$ cat src/rtl/player_sprite_pkg.sv
// Shared types and constants for the player sprite fetch stage.
// Sprite ROM layout: six 40x64 frames packed back to back.
package player_sprite_pkg;

    typedef enum logic [1:0] {
        DIR_FRONT = 2'd0,
        DIR_LEFT  = 2'd1,
        DIR_BACK  = 2'd2,
        DIR_RIGHT = 2'd3
    } dir_t;

    localparam int FRAME_SIZE = 2560;
    localparam int WALK_STEPS = 3;

    localparam logic [15:0] FRONT_BASE = 16'd0;
    localparam logic [15:0] LEFT_BASE  = 16'd7680;
    localparam logic [15:0] BACK_BASE  = 16'd10240;
    localparam logic [15:0] RIGHT_BASE = 16'd12800;

    // ROM base of the frame shown for a facing and walk step.
    function automatic logic [15:0] sprite_base(dir_t d, logic [1:0] step);
        logic [15:0] b;
        b = FRONT_BASE;
        case (d)
            DIR_FRONT: b = FRONT_BASE + 16'(step) * 16'(FRAME_SIZE);
            DIR_LEFT:  b = LEFT_BASE;
            DIR_BACK:  b = BACK_BASE;
            DIR_RIGHT: b = RIGHT_BASE;
            default:   b = FRONT_BASE;
        endcase
        return b;
    endfunction

endpackage

$ cat src/rtl/player_sprite_fetch_if.sv
// Scan/player inputs, sprite ROM bus and pixel outputs of the fetch stage.
// master = scan/ROM side, slave = the fetch stage.
interface player_sprite_fetch_if;
    import player_sprite_pkg::*;

    logic        frame_tick;
    logic [9:0]  player_x;
    logic [9:0]  player_y;
    dir_t        dir;
    logic        moving;
    logic [9:0]  draw_x;
    logic [9:0]  draw_y;
    logic [15:0] rom_addr;
    logic [4:0]  rom_data;
    logic [4:0]  pix_idx;
    logic        pix_on;

    modport master (
        output frame_tick, player_x, player_y, dir, moving,
        output draw_x, draw_y, rom_data,
        input  rom_addr, pix_idx, pix_on
    );

    modport slave (
        input  frame_tick, player_x, player_y, dir, moving,
        input  draw_x, draw_y, rom_data,
        output rom_addr, pix_idx, pix_on
    );

endinterface

$ cat src/rtl/walk_anim_ctr.sv
// Walk-cycle step counter, advanced only on frame ticks.
// step cycles 0->1->2 every ANIM_DIV walking ticks.
module walk_anim_ctr
    import player_sprite_pkg::*;
#(
    parameter int ANIM_DIV = 8
) (
    input  logic       Clk,
    input  logic       Reset_n,
    input  logic       frame_tick,
    input  logic       enable,
    output logic [1:0] step
);

    localparam logic [7:0] CNT_LAST  = 8'(ANIM_DIV - 1);
    localparam logic [1:0] STEP_LAST = 2'(WALK_STEPS - 1);

    logic [7:0] anim_cnt_q, anim_cnt_d;
    logic [1:0] step_q, step_d;

    // Advance on walking ticks, clear on idle ticks, hold otherwise.
    always_comb begin
        anim_cnt_d = anim_cnt_q;
        step_d     = step_q;
        if (frame_tick) begin
            if (enable) begin
                if (anim_cnt_q == CNT_LAST) begin
                    anim_cnt_d = 8'd0;
                    step_d     = (step_q == STEP_LAST) ? 2'd0 : step_q + 2'd1;
                end else begin
                    anim_cnt_d = anim_cnt_q + 8'd1;
                end
            end else begin
                anim_cnt_d = 8'd0;
                step_d     = 2'd0;
            end
        end
    end

    // Counter state.
    always_ff @(posedge Clk or negedge Reset_n) begin
        if (!Reset_n) begin
            anim_cnt_q <= 8'd0;
            step_q     <= 2'd0;
        end else begin
            anim_cnt_q <= anim_cnt_d;
            step_q     <= step_d;
        end
    end

    assign step = step_q;

endmodule

$ cat src/rtl/player_sprite_fetch.sv
// Sprite ROM address generation and pixel qualification.
// Player state is frozen at frame_tick so a frame never tears.
module player_sprite_fetch
    import player_sprite_pkg::*;
#(
    parameter int         SPRITE_W        = 40,
    parameter int         SPRITE_H        = 64,
    parameter int         ANIM_DIV        = 8,
    parameter logic [4:0] TRANSPARENT_IDX = 5'd0
) (
    input  logic                 Clk,
    input  logic                 Reset_n,
    player_sprite_fetch_if.slave bus
);

    logic [9:0]  px_q, px_d;
    logic [9:0]  py_q, py_d;
    dir_t        ldir_q, ldir_d;
    logic [15:0] rom_addr_q, rom_addr_d;
    logic        in_box_d1_q, in_box_d1_d;
    logic        in_box_d2_q, in_box_d2_d;

    logic [1:0]  step;
    logic        walk_en;
    logic        in_box;
    logic [10:0] dx11, dy11, px11, py11;
    logic [9:0]  col, row;
    logic [15:0] offset;

    assign walk_en = (bus.dir == DIR_FRONT) && bus.moving;

    walk_anim_ctr #(
        .ANIM_DIV (ANIM_DIV)
    ) u_walk (
        .Clk        (Clk),
        .Reset_n    (Reset_n),
        .frame_tick (bus.frame_tick),
        .enable     (walk_en),
        .step       (step)
    );

    // Box test in 11 bits so a sprite at the right/bottom edge clips, not wraps.
    always_comb begin
        dx11   = {1'b0, bus.draw_x};
        dy11   = {1'b0, bus.draw_y};
        px11   = {1'b0, px_q};
        py11   = {1'b0, py_q};
        in_box = (dx11 >= px11) && (dx11 < px11 + 11'(SPRITE_W))
              && (dy11 >= py11) && (dy11 < py11 + 11'(SPRITE_H));
        col    = bus.draw_x - px_q;
        row    = bus.draw_y - py_q;
        offset = 16'(row) * 16'(SPRITE_W) + 16'(col);
    end

    // Next state: frame latch plus the address / in_box pipeline.
    always_comb begin
        px_d        = px_q;
        py_d        = py_q;
        ldir_d      = ldir_q;
        if (bus.frame_tick) begin
            px_d   = bus.player_x;
            py_d   = bus.player_y;
            ldir_d = bus.dir;
        end
        rom_addr_d  = in_box ? sprite_base(ldir_q, step) + offset : 16'd0;
        in_box_d1_d = in_box;
        in_box_d2_d = in_box_d1_q;
    end

    // Registered state.
    always_ff @(posedge Clk or negedge Reset_n) begin
        if (!Reset_n) begin
            px_q        <= 10'd0;
            py_q        <= 10'd0;
            ldir_q      <= DIR_FRONT;
            rom_addr_q  <= 16'd0;
            in_box_d1_q <= 1'b0;
            in_box_d2_q <= 1'b0;
        end else begin
            px_q        <= px_d;
            py_q        <= py_d;
            ldir_q      <= ldir_d;
            rom_addr_q  <= rom_addr_d;
            in_box_d1_q <= in_box_d1_d;
            in_box_d2_q <= in_box_d2_d;
        end
    end

    assign bus.rom_addr = rom_addr_q;
    assign bus.pix_idx  = in_box_d2_q ? bus.rom_data : 5'd0;
    assign bus.pix_on   = in_box_d2_q && (bus.rom_data != TRANSPARENT_IDX);

endmodule

$ cat src/flat_wrapper.sv
// flat-port wrapper written by rule: the top's interface ports become plain ports
module player_sprite_fetch_flat import player_sprite_pkg::*;
#(
    parameter int         SPRITE_W        = 40,
    parameter int         SPRITE_H        = 64,
    parameter int         ANIM_DIV        = 8,
    parameter logic [4:0] TRANSPARENT_IDX = 5'd0
)
  (Clk, Reset_n, bus_frame_tick, bus_player_x, bus_player_y, bus_dir, bus_moving, bus_draw_x, bus_draw_y, bus_rom_data, bus_rom_addr, bus_pix_idx, bus_pix_on);
  player_sprite_fetch_if bus_i ();
  input  logic Clk;
  input  logic Reset_n;
  input wire logic [$bits(bus_i.frame_tick)-1:0] bus_frame_tick;
  input wire logic [$bits(bus_i.player_x)-1:0] bus_player_x;
  input wire logic [$bits(bus_i.player_y)-1:0] bus_player_y;
  input wire logic [$bits(bus_i.dir)-1:0] bus_dir;
  input wire logic [$bits(bus_i.moving)-1:0] bus_moving;
  input wire logic [$bits(bus_i.draw_x)-1:0] bus_draw_x;
  input wire logic [$bits(bus_i.draw_y)-1:0] bus_draw_y;
  input wire logic [$bits(bus_i.rom_data)-1:0] bus_rom_data;
  output wire logic [$bits(bus_i.rom_addr)-1:0] bus_rom_addr;
  output wire logic [$bits(bus_i.pix_idx)-1:0] bus_pix_idx;
  output wire logic [$bits(bus_i.pix_on)-1:0] bus_pix_on;
  assign bus_i.frame_tick = bus_frame_tick;
  assign bus_i.player_x = bus_player_x;
  assign bus_i.player_y = bus_player_y;
  assign bus_i.dir = bus_dir;
  assign bus_i.moving = bus_moving;
  assign bus_i.draw_x = bus_draw_x;
  assign bus_i.draw_y = bus_draw_y;
  assign bus_i.rom_data = bus_rom_data;
  assign bus_rom_addr = bus_i.rom_addr;
  assign bus_pix_idx = bus_i.pix_idx;
  assign bus_pix_on = bus_i.pix_on;
  player_sprite_fetch #(.SPRITE_W(SPRITE_W), .SPRITE_H(SPRITE_H), .ANIM_DIV(ANIM_DIV), .TRANSPARENT_IDX(TRANSPARENT_IDX)) u_core (.Clk(Clk), .Reset_n(Reset_n), .bus(bus_i));
endmodule
$ cat config.mk
export PLATFORM = sky130hd
export DESIGN_NAME = player_sprite_fetch_flat
export DESIGN_NICKNAME = d
export VERILOG_FILES = /design/src/rtl/player_sprite_pkg.sv /design/src/rtl/player_sprite_fetch_if.sv /design/src/rtl/walk_anim_ctr.sv /design/src/rtl/player_sprite_fetch.sv /design/src/flat_wrapper.sv
export SDC_FILE = /design/constraint.sdc
export NUM_CORES = 1
export LEC_CHECK = 0
export ABC_AREA = 0
export CAP_MARGIN = 20
export CORE_MARGIN = 4
export CORE_UTILIZATION = 45
export DETAILED_ROUTE_END_ITERATION = 16
export GPL_TIMING_DRIVEN = 0
export PLACE_DENSITY = 0.71
export SLEW_MARGIN = 20
export SYNTH_ARGS = -nofsm -noshare
export SYNTH_HDL_FRONTEND = slang
export SYNTH_HIERARCHICAL = 1
export SYNTH_SLANG_ARGS = --single-unit
export TNS_END_PERCENT = 5
$ cat constraint.sdc
create_clock -name Clk -period 8.19 [get_ports Clk]
set_input_delay 1.2285 -clock Clk [delete_from_list [all_inputs] [get_ports Clk]]
set_output_delay 1.2285 -clock Clk [all_outputs]
set_load 0.005 [all_outputs]
# After elaboration in Yosys (flattened, before gate mapping)
# Cells that the tools add are included.
[word_totals]
register_bits = 50
wordCells = 45
output_inout_bits = 22
[classes]
order_cmp = 4
n_mux = 8
reduce_logical = 9
multipliers = 2
n_eq_ne = 6
n_addsub = 8
[op_table]
columns = ["op", "n"]
rows = [
  ["16-bit case mux with 4 select lines", 1],
  ["10-bit by 11-bit < comparator with 1-bit output", 2],
  ["10-bit greater-or-equal comparator", 2],
  ["10-bit subtractor", 2],
  ["16-bit by 10-bit adder with 16-bit output", 1],
  ["16-bit adder", 1],
  ["16-bit 2-to-1 mux", 1],
  ["8-bit 2-to-1 mux", 2],
  ["10-bit by 3-bit multiplier with 13-bit output (second input constant)", 1],
  ["10-bit by 6-bit adder with 11-bit output (second input constant)", 1],
  ["10-bit by 7-bit adder with 11-bit output (second input constant)", 1],
  ["8-bit by 1-bit adder with 8-bit output (second input constant)", 1],
  ["8-bit by 3-bit == test with 1-bit output (second input constant)", 1],
  ["2-bit == test (second input constant)", 3],
  ["2-bit 2-to-1 mux", 3],
  ["1-bit logical AND", 5],
  ["2-bit by 3-bit multiplier with 5-bit output (second input constant)", 1],
  ["5-bit 2-to-1 mux", 1],
  ["5-bit nonzero test", 1],
  ["2-bit logical NOT", 2],
  ["2-bit by 1-bit adder with 2-bit output (second input constant)", 1],
  ["2-bit by 1-bit == test with 1-bit output (second input constant)", 1],
  ["2-bit by 1-bit != test with 1-bit output (second input constant)", 1],
  ["2-bit AND reduction", 1],
]

# Logic depth before layout (Yosys ltp)
[logic_depth]
word_depth = 6
ltp_mapped = 24
mapped_depth_nobuf = 24

# Hierarchy
# The synthesis kept the hierarchy.
[modules_own_cells]
columns = ["mod", "area_per_inst_um2", "instances", "cells_each", "seq_area_each_um2"]
rows = [
  ["player_sprite_fetch", 3891.2, 1, 429, 1001.0],
  ["walk_anim_ctr", 576.8, 1, 63, 250.2],
]

# Worst setup path before layout
# No wires, ideal clock.
[synth_timing]
path_type = "input port to flip-flop"
from = "input port bus_draw_y[0]"
to = "register u_core.rom_addr_q[15], in the netlist u_core/bus.rom_addr[15]"
t_arrival_ns = 5.404
stages = 24
path_slack_ns = 2.654
n_path_buf = 0
required_ns = 8.059
path_cell_list = "inv_1 ha_1 inv_1 fa_1 a21o_1 a21oi_2 o21bai_1 a21oi_1 xor2_1 xnor2_1 ha_1 o21ai_0 nor2_1 o31ai_1 a21boi_0 ha_1 ha_1 a21o_1 a21oi_1 o31ai_1 a21o_1 a21oi_2 xnor2_1 nor2_1"
[synth_via]
elab_chain_len = 5
word_cells_on_any_way = 9
classes_between = "3 x add/sub; 1 x mul; 2 x order compare; 1 x mux; 2 x reduce/logical"
[synth_lines]
columns = ["item", "line_no", "text"]
rows = [
  ["start, declared", "flat_wrapper.sv:19", "input wire logic [$bits(bus_i.draw_y)-1:0] bus_draw_y;"],
  ["10-bit subtractor", "player_sprite_fetch.sv:51", "row = bus.draw_y - py_q;"],
  ["10-bit by 3-bit multiplier with 13-bit output", "player_sprite_fetch.sv:52", "offset = 16'(row) * 16'(SPRITE_W) + 16'(col);"],
  ["16-bit by 10-bit adder with 16-bit output", "player_sprite_fetch.sv:52", ""],
  ["16-bit adder", "player_sprite_fetch.sv:65", "rom_addr_d = in_box ? sprite_base(ldir_q, step) + offset : 16'd0;"],
  ["16-bit 2-to-1 mux (*)", "player_sprite_fetch.sv:65", ""],
  ["named net u_core.rom_addr_d[15]", "player_sprite_fetch.sv:19", "logic [15:0] rom_addr_q, rom_addr_d;"],
  ["end signal, assigned", "player_sprite_fetch.sv:83", "rom_addr_q <= rom_addr_d;"],
  ["end, declared", "player_sprite_fetch.sv:19", ""],
]
# Mark *: on every way through the listed nets, which the timed path passes. The rest lies on a longest branch.
# A chain may end at the register's enable or synchronous reset.

# Worst setup path after layout
# Ends and elaborated chain as after synthesis.

==> results.json <==
{
  "finalNonFillerCells": 704,
  "coreArea_um2": 9730,
  "cp_max_fo": 5,
  "cts_setup_buffers": 0,
  "htree_levels": 2,
  "worst_setup_path_end_kind": "register",
  "worst_setup_path_start_kind": "primary input",
  "max_freq_ghz": 0.162,
  "relSlewSlack_pct": 57.3,
  "cts_tree": "built",
  "synth_edf_count": 0,
  "die_w_um": 108,
  "hold_path.class": "reg2reg",
  "die_h_um": 108,
  "ys_warn_count": 6,
  "grt_pass1_wl_um": 16300,
  "start_util_pct": 45.9,
  "grt_max_degree": 51,
  "tightest_slew_ns": 0.640,
  "async_flop_share_pct": 100,
  "ios": 73,
  "p_total_mw": 1.52,
  "ctsHoldBuffers": 0,
  "regArea_um2": 1250,
  "nets": 700,
  "cts.path.max_buffers": 2,
  "hpwlAfterDp_um": 7800,
  "hold_viol_final": 0,
  "place_inst": 697,
  "cts_resized": 0,
  "path_clk_slew_ns": 0.09,
  "syn_area_per_cell_um2": 9.08,
  "slowest_delay_ns": 0.41,
  "dr.pass1.iters": 5,
  "ys_ff_latch": 50,
  "via_count": 3753,
  "syn_area_um2": 4470,
  "cpMaxStageDelayCell": "fa_1",
  "cp.required_ns": 8.38,
  "p_leak_nw": 2.51,
  "wire_per_inst_um": 13.8,
  "cp.arrival_ns": 6.38,
  "post-route-period-util_pct": 75.5,
  "ys.flop_type": "dfrtp_1",
  "grt_util_all_layers_pct": 17.2,
  "drcViolationCount": 0,
  "drive_gt1_share_pct": 7.53,
  "ys_types": 63,
  "netlist_instances": 492,
  "ys_seq_area_share_pct": 28.0,
  "cts-root-buf": "clkbuf_8",
  "clkSinkCount": 50,
  "ir_drop_mv": 0.144,
  "gp_congestion": 0.842,
  "grt_overflow": 0,
  "die_area_um2": 11600,
  "drv_cap": 0,
  "drt_wl_total_um": 9710,
  "io_buffers": 72,
  "crit_type": "in2reg",
  "areaGrowthSynthToFinish_pct": 22.3,
  "via_per_inst": 5.33,
  "antenna_found_initial": 0,
  "period_needed_ns": 6.19,
  "clock_skew_ns": 0.0170,
  "cts_buffers": 5,
  "clk_latency_ns": 0.32,
  "rsz0062_at_grt": "false",
  "core.rowCount": 36,
  "grt_pass1_vias": 3625,
  "antenna_cells": 0,
  "whs_ns": 0.362,
  "path_common_cell": "ha_1",
  "drtIter0Drc": 116,
  "ant_nets": 0,
  "finalSetupViolations": 0,
  "tns_ns": 0,
  "power_density_nw_per_um2": 278,
  "fill_cells": 897,
  "multi_input_area_um2": 2970,
  "maxSlewViolCount": 0,
  "synth_nets": 621,
  "layout_commonest_cell": "ha_1",
  "final_cell_mix": "ha_1 (73), clkdlybuf4s50_1 (71), inv_1 (53)",
  "status": "finished clean"
}
## sequential cells by signal, summed over array words and instances (netlist names)
name,count
u_core/bus.rom_addr,16
u_core/in_box_d1_q,1
u_core/in_box_d2_q,1
u_core/ldir_q,2
u_core/px_q,10
u_core/py_q,10
u_core/u_walk/anim_cnt_q,8
u_core/u_walk/step,2
## metrics by stage
stage	area, um^2	utilization (%)	setup WS, ns
2_1_floorplan	4470	-	2.65
3_3_place_gp	5360	55.0	1.78
3_5_place_dp	5350	55.0	1.65
4_1_cts	5470	56.2	1.99
5_1_grt	5470	56.2	1.57
6_report	5470	56.2	2.00
## final timing paths
kind	startpoint	to	slack (ns)	depth (start not counted)
setup / recovery	bus_draw_y[0]	u_core/bus.rom_addr[15]	2.00	25
hold / removal	u_core/in_box_d1_q	u_core/in_box_d2_q	0.36	0
setup reg to reg	u_core/py_q[0]	u_core/bus.rom_addr[15]	3.02	23
hold reg to reg	u_core/in_box_d1_q	u_core/in_box_d2_q	0.36	0
max in group asynchronous	Reset_n	u_core/py_q[8]	6.83	1
min in group asynchronous	Reset_n	u_core/px_q[1]	0.94	1
## kinds of logic (layout without fill, tap and decap cells)
logic type	after synthesis	count (layout)	share of synthesized area (%)
simple gates	130	130	15.5
flops	50	50	28.0
mux	10	10	2.35
xor+xnor	32	32	6.27
compound gates	130	130	19.7
buf+inv	62	141	5.49
fa+ha+maj	78	78	22.7
## routing by layer
| layer | up-vias | routed length, um | global-route usage (%) |
|---|---|---|---|
| met5 | - | 0 | 0 |
| met1 | 1763 | 4210 | 20.9 |
| li1 | 1892 | - | - |
| met3 | 13 | 440 | 3.00 |
| met4 | 0 | 185 | 5.32 |
| met2 | 85 | 4870 | 30.8 |
## power by group
part	internal [mW]	leakage, nW	switching [mW]	total [mW]
combinational	0.498	1.80	0.560	1.06
clock	0.0978	0.0573	0.0830	0.181
sequential	0.269	0.655	0.00991	0.279
total	0.865	2.51	0.653	1.52
## worst max-delay path, delay by kind of cell
| kind | cells | cell delay [ns] |
|---|---|---|
| compound gates | 12 | 2.27 |
| simple gates | 2 | 0.12 |
| xor+xnor | 3 | 0.59 |
| fa+ha+maj | 5 | 1.62 |
| buf+inv | 3 | 0.54 |
## synthesized netlist by cell type, drive strengths merged (6+ instances only)
library cell	number	area (um^2)
o21a	7	52.6
mux2i	6	60.1
nand2	39	149
a31oi	9	56.3
xor2	9	78.8
nor3	10	55.1
a21oi	30	173
a21o	9	67.6
clkbuf	6	22.5
nor2	27	126
ha	73	913
o21ai	39	199
nand3	9	45.0
nor2b	9	66.3
dfrtp	50	1250
xnor2	23	201
inv	54	203
and3	6	37.5
## area by class of cell
class / instances / area share (%)
multi-input cells: 380 / 54.4
clock inverters: 1 / 0.549
repair buffers: 72 / 13.1
clock buffers: 6 / 1.51
well taps: 133 / 3.04
flip-flops and latches: 50 / 22.9
inverters: 54 / 3.71
plain buffers: 8 / 0.778
Note: power is estimated with default switching activity, not from simulation.
